`config.mk`:
```
export PLATFORM = sky130hd
export DESIGN_NAME = adder_tree_feeder
export DESIGN_NICKNAME = d
export VERILOG_FILES = /design/src/rtl/adder_tree_pkg.sv /design/src/rtl/feeder_bank.sv /design/src/rtl/adder_tree_feeder.sv
export SDC_FILE = /design/constraint.sdc
export NUM_CORES = 1
export LEC_CHECK = 0
export ABC_AREA = 1
export BUFFER_PORTS_ARGS = -buffer_cell sky130_fd_sc_hd__buf_2
export CAP_MARGIN = 40
export CORE_MARGIN = 2
export CORE_UTILIZATION = 54
export CTS_BUF_LIST = sky130_fd_sc_hd__clkbuf_4 sky130_fd_sc_hd__clkbuf_8
export CTS_CLUSTER_SIZE = 40
export DETAILED_ROUTE_END_ITERATION = 16
export HOLD_SLACK_MARGIN = 0.15
export PLACE_DENSITY = 0.78
export SLEW_MARGIN = 20
export SYNTH_ARGS = -nofsm -noshare
export SYNTH_HDL_FRONTEND = slang
export SYNTH_SLANG_ARGS = --single-unit
```
`constraint.sdc`:
```
create_clock -name clk -period 1.7 [get_ports clk]
set_input_delay 0.17 -clock clk [delete_from_list [all_inputs] [get_ports clk]]
set_output_delay 0.17 -clock clk [all_outputs]
set_load 0.03 [all_outputs]
```
`src/rtl/adder_tree_pkg.sv`:
```
// Shared types and sizes for the 8-operand adder tree and its operand feeder.
package adder_tree_pkg;
    localparam int ADDER_WIDTH = 19;
    localparam int TREE_LANES  = 8;
    localparam int CNT_W       = $clog2(TREE_LANES) + 1;

    typedef logic [ADDER_WIDTH-1:0] operand_t;
    typedef operand_t frame_t [TREE_LANES];
endpackage

```
`src/rtl/feeder_bank.sv`:
```
// One frame buffer: LANES operand registers plus its full flag and operand count.
module feeder_bank
    import adder_tree_pkg::*;
#(
    parameter  int WIDTH = ADDER_WIDTH,
    parameter  int LANES = TREE_LANES,
    parameter  int CNT_W = $clog2(LANES) + 1,
    localparam int IDX_W = $clog2(LANES)
) (
    input  logic                   clk,
    input  logic                   rst_n,
    input  logic                   i_wr_en,
    input  logic                   i_start,
    input  logic [IDX_W-1:0]       i_idx,
    input  logic [WIDTH-1:0]       i_data,
    input  logic                   i_set_full,
    input  logic [CNT_W-1:0]       i_count,
    input  logic                   i_clr_full,
    output logic                   o_full,
    output logic [CNT_W-1:0]       o_count,
    output logic [LANES*WIDTH-1:0] o_data
);
    logic [LANES-1:0][WIDTH-1:0] r_lanes;
    logic                        r_full;
    logic [CNT_W-1:0]            r_count;

    // Starting a frame wipes every lane so a short frame is zero-padded.
    always_ff @(posedge clk or negedge rst_n) begin
        if (!rst_n) begin
            r_lanes <= '0;
        end else if (i_wr_en) begin
            for (int i = 0; i < LANES; i++) begin
                if (i_start) r_lanes[i] <= '0;
            end
            r_lanes[i_idx] <= i_data;
        end
    end

    always_ff @(posedge clk or negedge rst_n) begin
        if (!rst_n) begin
            r_full  <= 1'b0;
            r_count <= '0;
        end else if (i_set_full) begin
            r_full  <= 1'b1;
            r_count <= i_count;
        end else if (i_clr_full) begin
            r_full  <= 1'b0;
        end
    end

    assign o_full  = r_full;
    assign o_count = r_count;
    assign o_data  = r_lanes;
endmodule

```
`src/rtl/adder_tree_feeder.sv`:
```
// Packs a serial operand stream into LANES-wide frames through two ping-pong banks.
module adder_tree_feeder
    import adder_tree_pkg::*;
#(
    parameter int WIDTH = ADDER_WIDTH,
    parameter int LANES = TREE_LANES,
    parameter int CNT_W = $clog2(LANES) + 1
) (
    input  logic                   clk,
    input  logic                   rst_n,
    input  logic                   s_valid,
    output logic                   s_ready,
    input  logic [WIDTH-1:0]       s_data,
    input  logic                   s_last,
    output logic                   m_valid,
    input  logic                   m_ready,
    output logic [LANES*WIDTH-1:0] m_data,
    output logic [CNT_W-1:0]       m_count
);
    localparam int IDX_W = $clog2(LANES);

    logic                   r_wb;
    logic                   r_rb;
    logic [IDX_W-1:0]       r_idx;

    logic [1:0]             w_full;
    logic [CNT_W-1:0]       w_bank_count [2];
    logic [LANES*WIDTH-1:0] w_bank_data  [2];
    logic                   w_accept;
    logic                   w_close;
    logic                   w_consume;
    logic [CNT_W-1:0]       w_close_count;

    assign w_accept      = s_valid && s_ready;
    assign w_close       = w_accept && (s_last || (r_idx == IDX_W'(LANES - 1)));
    assign w_consume     = m_valid && m_ready;
    assign w_close_count = CNT_W'(r_idx) + CNT_W'(1);

    for (genvar b = 0; b < 2; b++) begin : g_bank
        feeder_bank #(
            .WIDTH (WIDTH),
            .LANES (LANES),
            .CNT_W (CNT_W)
        ) u_bank (
            .clk        (clk),
            .rst_n      (rst_n),
            .i_wr_en    (w_accept && (r_wb == 1'(b))),
            .i_start    (r_idx == '0),
            .i_idx      (r_idx),
            .i_data     (s_data),
            .i_set_full (w_close && (r_wb == 1'(b))),
            .i_count    (w_close_count),
            .i_clr_full (w_consume && (r_rb == 1'(b))),
            .o_full     (w_full[b]),
            .o_count    (w_bank_count[b]),
            .o_data     (w_bank_data[b])
        );
    end

    // A close and a consume always target different banks, so both pointers move freely.
    always_ff @(posedge clk or negedge rst_n) begin
        if (!rst_n) begin
            r_wb  <= 1'b0;
            r_rb  <= 1'b0;
            r_idx <= '0;
        end else begin
            if (w_accept) begin
                r_idx <= w_close ? '0 : r_idx + IDX_W'(1);
            end
            if (w_close)   r_wb <= ~r_wb;
            if (w_consume) r_rb <= ~r_rb;
        end
    end

    assign s_ready = !w_full[r_wb];
    assign m_valid = w_full[r_rb];
    assign m_data  = w_bank_data[r_rb];
    assign m_count = w_bank_count[r_rb];
endmodule

```
==> key figures, run 1 <==
STA
  – Pins Over Slew Limit: 0
  – Period utilisation layout: 1.22
  – Slew HR: 0.583
  – Final worst slack: -379 ps
  – RSZ-0062 raised after global routing: yes
  – Final setup vio count: 157
  – Final hold violation count: 0
  – Worst-Margin Slew: 624 ps
  – Final Skew: 17.3 ps
  – Fmax: 0.481 GHz
  – Min Tclk post-route: 2080 ps

Setup path
  – CP Launch Type: flop
  – Delay-heaviest family, CP: buffers and inverters
  – Slowest CP cell: dfrtp_4
  – CP required: 1530 ps
  – Slowest stage delay, CP: 490 ps
  – Most numerous cell on the critical path: buf_12
  – CP Class: flop to output port
  – CP Buf/Inv Count: 4
  – Crit Path Max Fanout: 15
  – Critical Path AT: 1910 ps
  – Crit path cell chain: buf_12, buf_16, buf_12, o21ai_4, buf_6
  – Nature of the critical path endpoint: output port

Synth
  – Syn Nets: 1934
  – Gate Count Post-Synth: 1907
  – Cell variety after synth: 23
  – Synth area leader: dfrtp_1
  – Sequential area share after synthesis: 0.546
  – Flop and latch count out of synthesis: 319
  – Syn Std Cell Area: 14600 sq um
  – Synth top area share: 0.546
  – Syn_area_per_cell: 7.66 sq um
  – Dominant cells by area after synthesis: dfrtp_1 55%, nand2_1 22%, o21ai_0 11%
  – Ys Warns: 0

Pwr
  – P_leak: 10.2 nW
  – Power Total: 46.2 mW
  – Peak VDD IR: 1.64 mV
  – Power per cell area: 2300 nW/um^2

Min path
  – HP Class: input pin to flop

Clock tree
  – Clock sinks: 319
  – Clk root buf: clkbuf_8
  – Skew-Pair Late Insertion Delay: 570 ps
  – Num CTS Buffers: 52
  – CTS Buffer Depth: 3
  – CTS tree: built
  – Reg clk slew, reported paths: 70 ps
  – H-tree Lvls: 2

Global route
  – Largest net degree at the start of global routing: 64
  – Overflow after GRT: 0
  – Global-route usage over all layers: 0.331
  – First-pass GRT wire length: 73.9 mm
  – Vias in the first global route: 14100
  – Initial antenna violation count: 0

Placement
  – DP HPWL: 27.2 mm
  – Pre-CTS setup slack: 70.6 ps
  – Port bufs: 181
  – RD Place Congestion: 0.865

Run status
  – Failing checks: negative setup slack
  – Outcome: finished with violations

Die
  – Core Area: 26700 sq um
  – Die W: 168 um
  – # IOs: 182
  – Std cell rows: 60
  – Die Height: 168 um
  – Initial Utilization: 0.547
  – Die area: 28400 sq um

Routing
  – Drt drc: 0
  – DR top layer: met4
  – Met3 wire len: 4.57 mm
  – Wire per inst: 19.9 um
  – Initial DRC Count: 1497
  – Pre-antenna DRT Iters: 6
  – Total wire length: 50.3 mm
  – Routed length on met1: 19.4 mm
  – Via/cell ratio: 5.66
  – DR WL met2: 23.8 mm
  – Via count: 14300
  – Detail Route Antenna Nets: 0

Cells and area
  – Antenna Cells: 0
  – Area of the multi-input gates: 6520 sq um
  – Core Util, Final: 0.752
  – Fillers: 1793
  – Layout cells sized above 1: 0.259
  – Nets: 2178
  – FF+latch area: 7990 sq um
  – Synth-to-layout area growth: 37.5%

Flow run
  – Max-Cap Viols: 0
==> routing by layer <==
metal / up-vias / track usage
li1: 6415 / -
met2: 817 / 0.522
met1: 6929 / 0.439
met4: 0 / 0.160
met5: - / 0
met3: 179 / 0.0699
==> worst register-to-register path, stage by stage, from the launching register on <==
cell	delay (ps)
dfrtp_1	390
inv_2	60
ha_2	200
nand2_4	140
buf_4	200
a21oi_2	190
buf_12	170
o21ai_0	110
==> sequential cells by signal (all words and copies together), names as in the netlist <==
| signal | count |
|---|---|
| g_bank.u_bank.o_count | 8 |
| g_bank.u_bank.o_data | 304 |
| g_bank.u_bank.o_full | 2 |
| r_idx | 3 |
| r_rb | 1 |
| r_wb | 1 |
==> area by class of cell <==
| type | count | area share |
|---|---|---|
| multi-input cells | 1322 | 0.324 |
| clock inverters | 10 | 0.00374 |
| flip-flops and latches | 319 | 0.398 |
| clock buffers | 84 | 0.0535 |
| inverters | 166 | 0.0319 |
| well taps | 341 | 0.0212 |
| repair buffers | 290 | 0.168 |
==> synthesized netlist by cell type <==
cell / n
a21oi_2: 4
nand3_1: 21
nand2_1: 838
nand2_2: 9
nand4_1: 1
dfrtp_1: 319
inv_1: 157
nor2_1: 113
o21ai_1: 12
buf_4: 11
nor2_2: 1
ha_1: 3
a21oi_4: 1
a21oi_1: 2
inv_2: 8
o21ai_0: 313
nand3_4: 2
inv_4: 1
buf_1: 4
nand2_4: 1
buf_2: 46
nand3_2: 1
clkbuf_1: 39
==> cells by family (layout without fill, tap and decap cells) <==
kind of cell,Yosys count,count (layout),share of synthesized area
compound gates,332,332,0.116
fa+ha+maj,3,3,0.00257
buf+inv,266,550,0.0753
flops,319,319,0.546
simple gates,987,987,0.260
==> worst paths after layout <==
path                                             start                      endpoint  slack (ps)  cells after the start
hold reg to reg            g_bank[0].u_bank.o_data[12]   g_bank[0].u_bank.o_data[12]         470                      2
min in group asynchronous                        rst_n   g_bank[0].u_bank.o_data[36]         630                      3
setup / recovery                                  r_rb                   m_data[140]        -380                      5
setup reg to reg                              r_idx[1]  g_bank[1].u_bank.o_data[135]         100                      7
max in group asynchronous                        rst_n  g_bank[0].u_bank.o_data[100]         470                      4
hold / removal                                  s_last                      r_idx[2]         170                      6
==> report_power, final <==
part | switching, mW | internal [mW]
registers | 1.97 | 11.0
clock network | 3.13 | 4.15
logic | 16.2 | 9.82
==> what timing repair did <==
item                       CTS  global route
gates cloned                10            10
hold endpoints to repair   414             0
setup buffers                4             1
resized for setup          395           264
setup endpoints to repair  158           238
pin swaps                   12             5
hold buffers                24             0
==> placed cells by master (no fill, tap or decap), types with 12 or more instances in the layout <==
| cell | count |
|---|---|
| nand2_1 | 752 |
| dfrtp_1 | 317 |
| o21ai_0 | 219 |
| inv_1 | 155 |
| buf_6 | 120 |
| nor2_1 | 111 |
| clkbuf_8 | 71 |
| buf_4 | 70 |
| nand2_2 | 60 |
| o21ai_2 | 49 |
| nand2_4 | 36 |
| o21ai_4 | 35 |
| buf_12 | 26 |
| dlygate4sd3_1 | 23 |
| buf_2 | 23 |
| o21ai_1 | 22 |
| nand3_1 | 20 |
| clkbuf_4 | 17 |
| buf_16 | 13 |
| clkinv_2 | 12 |
==> metrics by stage <==
step                      std cells  hold WS (ps)  instance area [sq um]  setup TNS, ps
after CTS                      2521           202                  18900         -45700
final                          2532           170                  20100         -44660
after global placement         2389           141                  16200              0
after global routing           2532           205                  20100         -49540
after detailed placement       2389           140                  16200              0
after floorplan                1907          -126                  14600           -596
No activity file was read; power rests on OpenSTA's default activity.
==> inputs of run 2 (changes only) <==
- CORE_ASPECT_RATIO: default -> 2
==> key figures, run 2 (same netlist as run 1, synthesis figures left out) <==
Clock tree
  – Clock sinks: 319
  – Num CTS Buffers: 44
  – CTS Buffer Depth: 3
  – Skew-Pair Late Insertion Delay: 580 ps
  – Reg clk slew, reported paths: 70 ps
  – CTS tree: built
  – H-tree Lvls: 2
  – Clk root buf: clkbuf_8

Setup path
  – Reg2reg start: r_idx[0]
  – Critical Path AT: 1910 ps
  – Setup crit start: r_rb
  – Crit Path Max Fanout: 8
  – CP required: 1530 ps
  – CP Launch Type: flop
  – Nature of the critical path endpoint: output port
  – CP Class: flop to output port

Cells and area
  – Nets: 2173
  – Leading cell type in the layout, fill and taps excluded: nand2_1
  – Final std cells w/o fill: 2520
  – Core Util, Final: 0.740
  – Largest register FFs: 304
  – Commonest cells after routing, fill and taps aside: 744 x nand2_1, 317 x dfrtp_1, 220 x o21ai_0
  – Synth-to-layout area growth: 35.7%
  – Layout cells sized above 1: 0.249

Die
  – Die W: 120 um
  – Std cell rows: 85
  – Initial Utilization: 0.545
  – Die area: 28500 sq um
  – Die Height: 237 um
  – Core Area: 26800 sq um
  – # IOs: 182

Placement
  – Port bufs: 181
  – Pre-CTS setup slack: -11.4 ps
  – RD Place Congestion: 0.883
  – Placed Cells: 2395
  – DP HPWL: 28.5 mm

Run status
  – Outcome: finished with violations
  – Failing checks: negative setup slack

Routing
  – Drt drc: 0
  – Pre-antenna DRT Iters: 6
  – Initial DRC Count: 1306
  – Total wire length: 50.3 mm
  – Detail Route Antenna Nets: 0
  – Via count: 14500
  – Wire per inst: 20.0 um
  – Via/cell ratio: 5.74

Pwr
  – Peak VDD IR: 1.51 mV
  – Power per cell area: 2280 nW/um^2
  – P_leak: 9.94 nW
  – Power Total: 45.3 mW

STA
  – Pins Over Slew Limit: 0
  – Final worst slack: -380 ps
  – Final hold violation count: 0
  – Final setup vio count: 159
  – Period utilisation layout: 1.22
  – RSZ-0062 raised after global routing: yes
  – Worst-Margin Slew: 645 ps
  – Slew HR: 0.569
  – Fmax: 0.481 GHz
  – Min Tclk post-route: 2080 ps
  – WHS: 186 ps
  – Final Skew: 18.6 ps

Min path
  – HP Start: s_last
  – HP Class: input pin to flop

Global route
  – Met2 usage in global routing: 0.539
  – Initial antenna violation count: 1
  – Global-route usage over all layers: 0.327
  – Largest net degree at the start of global routing: 64
  – Met1 Track Usage GR: 0.386
  – Vias in the first global route: 14000
  – Met3 Usage GRT: 0.0549
  – Overflow after GRT: 0
  – First-pass GRT wire length: 73.1 mm
  – Gr busiest metal: met2

Flow run
  – Max-Cap Viols: 0
[run 2: layout make-up]
cell class / instances / area (sq um)
Inverter: 166 / 647
Fill cell: 1813 / 6970
Tap cell: 348 / 435
Timing Repair Buffer: 293 / 3400
Clock inverter: 4 / 70.1
Antenna cell: 1 / 2.50
Clock buffer: 67 / 822
Multi-Input combinational cell: 1322 / 6460
Sequential cell: 319 / 7990
[run 2: stage by stage]
step | instance area, sq um | TNS, ps
2_1_floorplan | 14600 | -596
3_3_place_gp | 16200 | -26.9
3_5_place_dp | 16200 | -17.9
4_1_cts | 18300 | -51970
5_1_grt | 19800 | -52650
6_report | 19800 | -47010
[run 2: path summary, 6_finish.rpt]
path / endpoint / slack, ps / depth (start not counted)
worst min-delay path: r_wb / 190 / 6
worst min register to register: g_bank[0].u_bank.o_data[13] / 470 / 2
worst max register to register: g_bank[1].u_bank.o_data[8] / -20 / 7
worst max-delay path: m_data[65] / -380 / 5
max in group asynchronous: g_bank[0].u_bank.o_data[23] / 370 / 4
min in group asynchronous: g_bank[0].u_bank.o_data[139] / 630 / 3
[run 2: power by group]
group	internal (mW)	switching (mW)	total, mW
registers	11.0	1.86	12.8
clock network	3.36	2.86	6.22
logic	9.99	16.2	26.2
[run 2: repair_timing]
action                                  in CTS  in global routing
hold endpoints to repair                   414                  0
cloned                                       8                 15
setup buffers                                2                  6
endpoints found under the setup margin     158                277
pin swaps                                   11                 20
hold buffers                                23                  0
gates resized for setup                    300                357
[run 2: critical path, stage by stage (launching register included)]
cell     delay [ps]
dfrtp_4         490
buf_6           160
buf_12          150
buf_16          160
o21ai_4         200
buf_6           160
[run 2: layer usage]
layer | vias to the layer above | part of all wire
li1 | 6369 | -
met1 | 7052 | 0.34
met2 | 809 | 0.50
met3 | 223 | 0.078
met4 | 0 | 0.081
met5 | - | 0
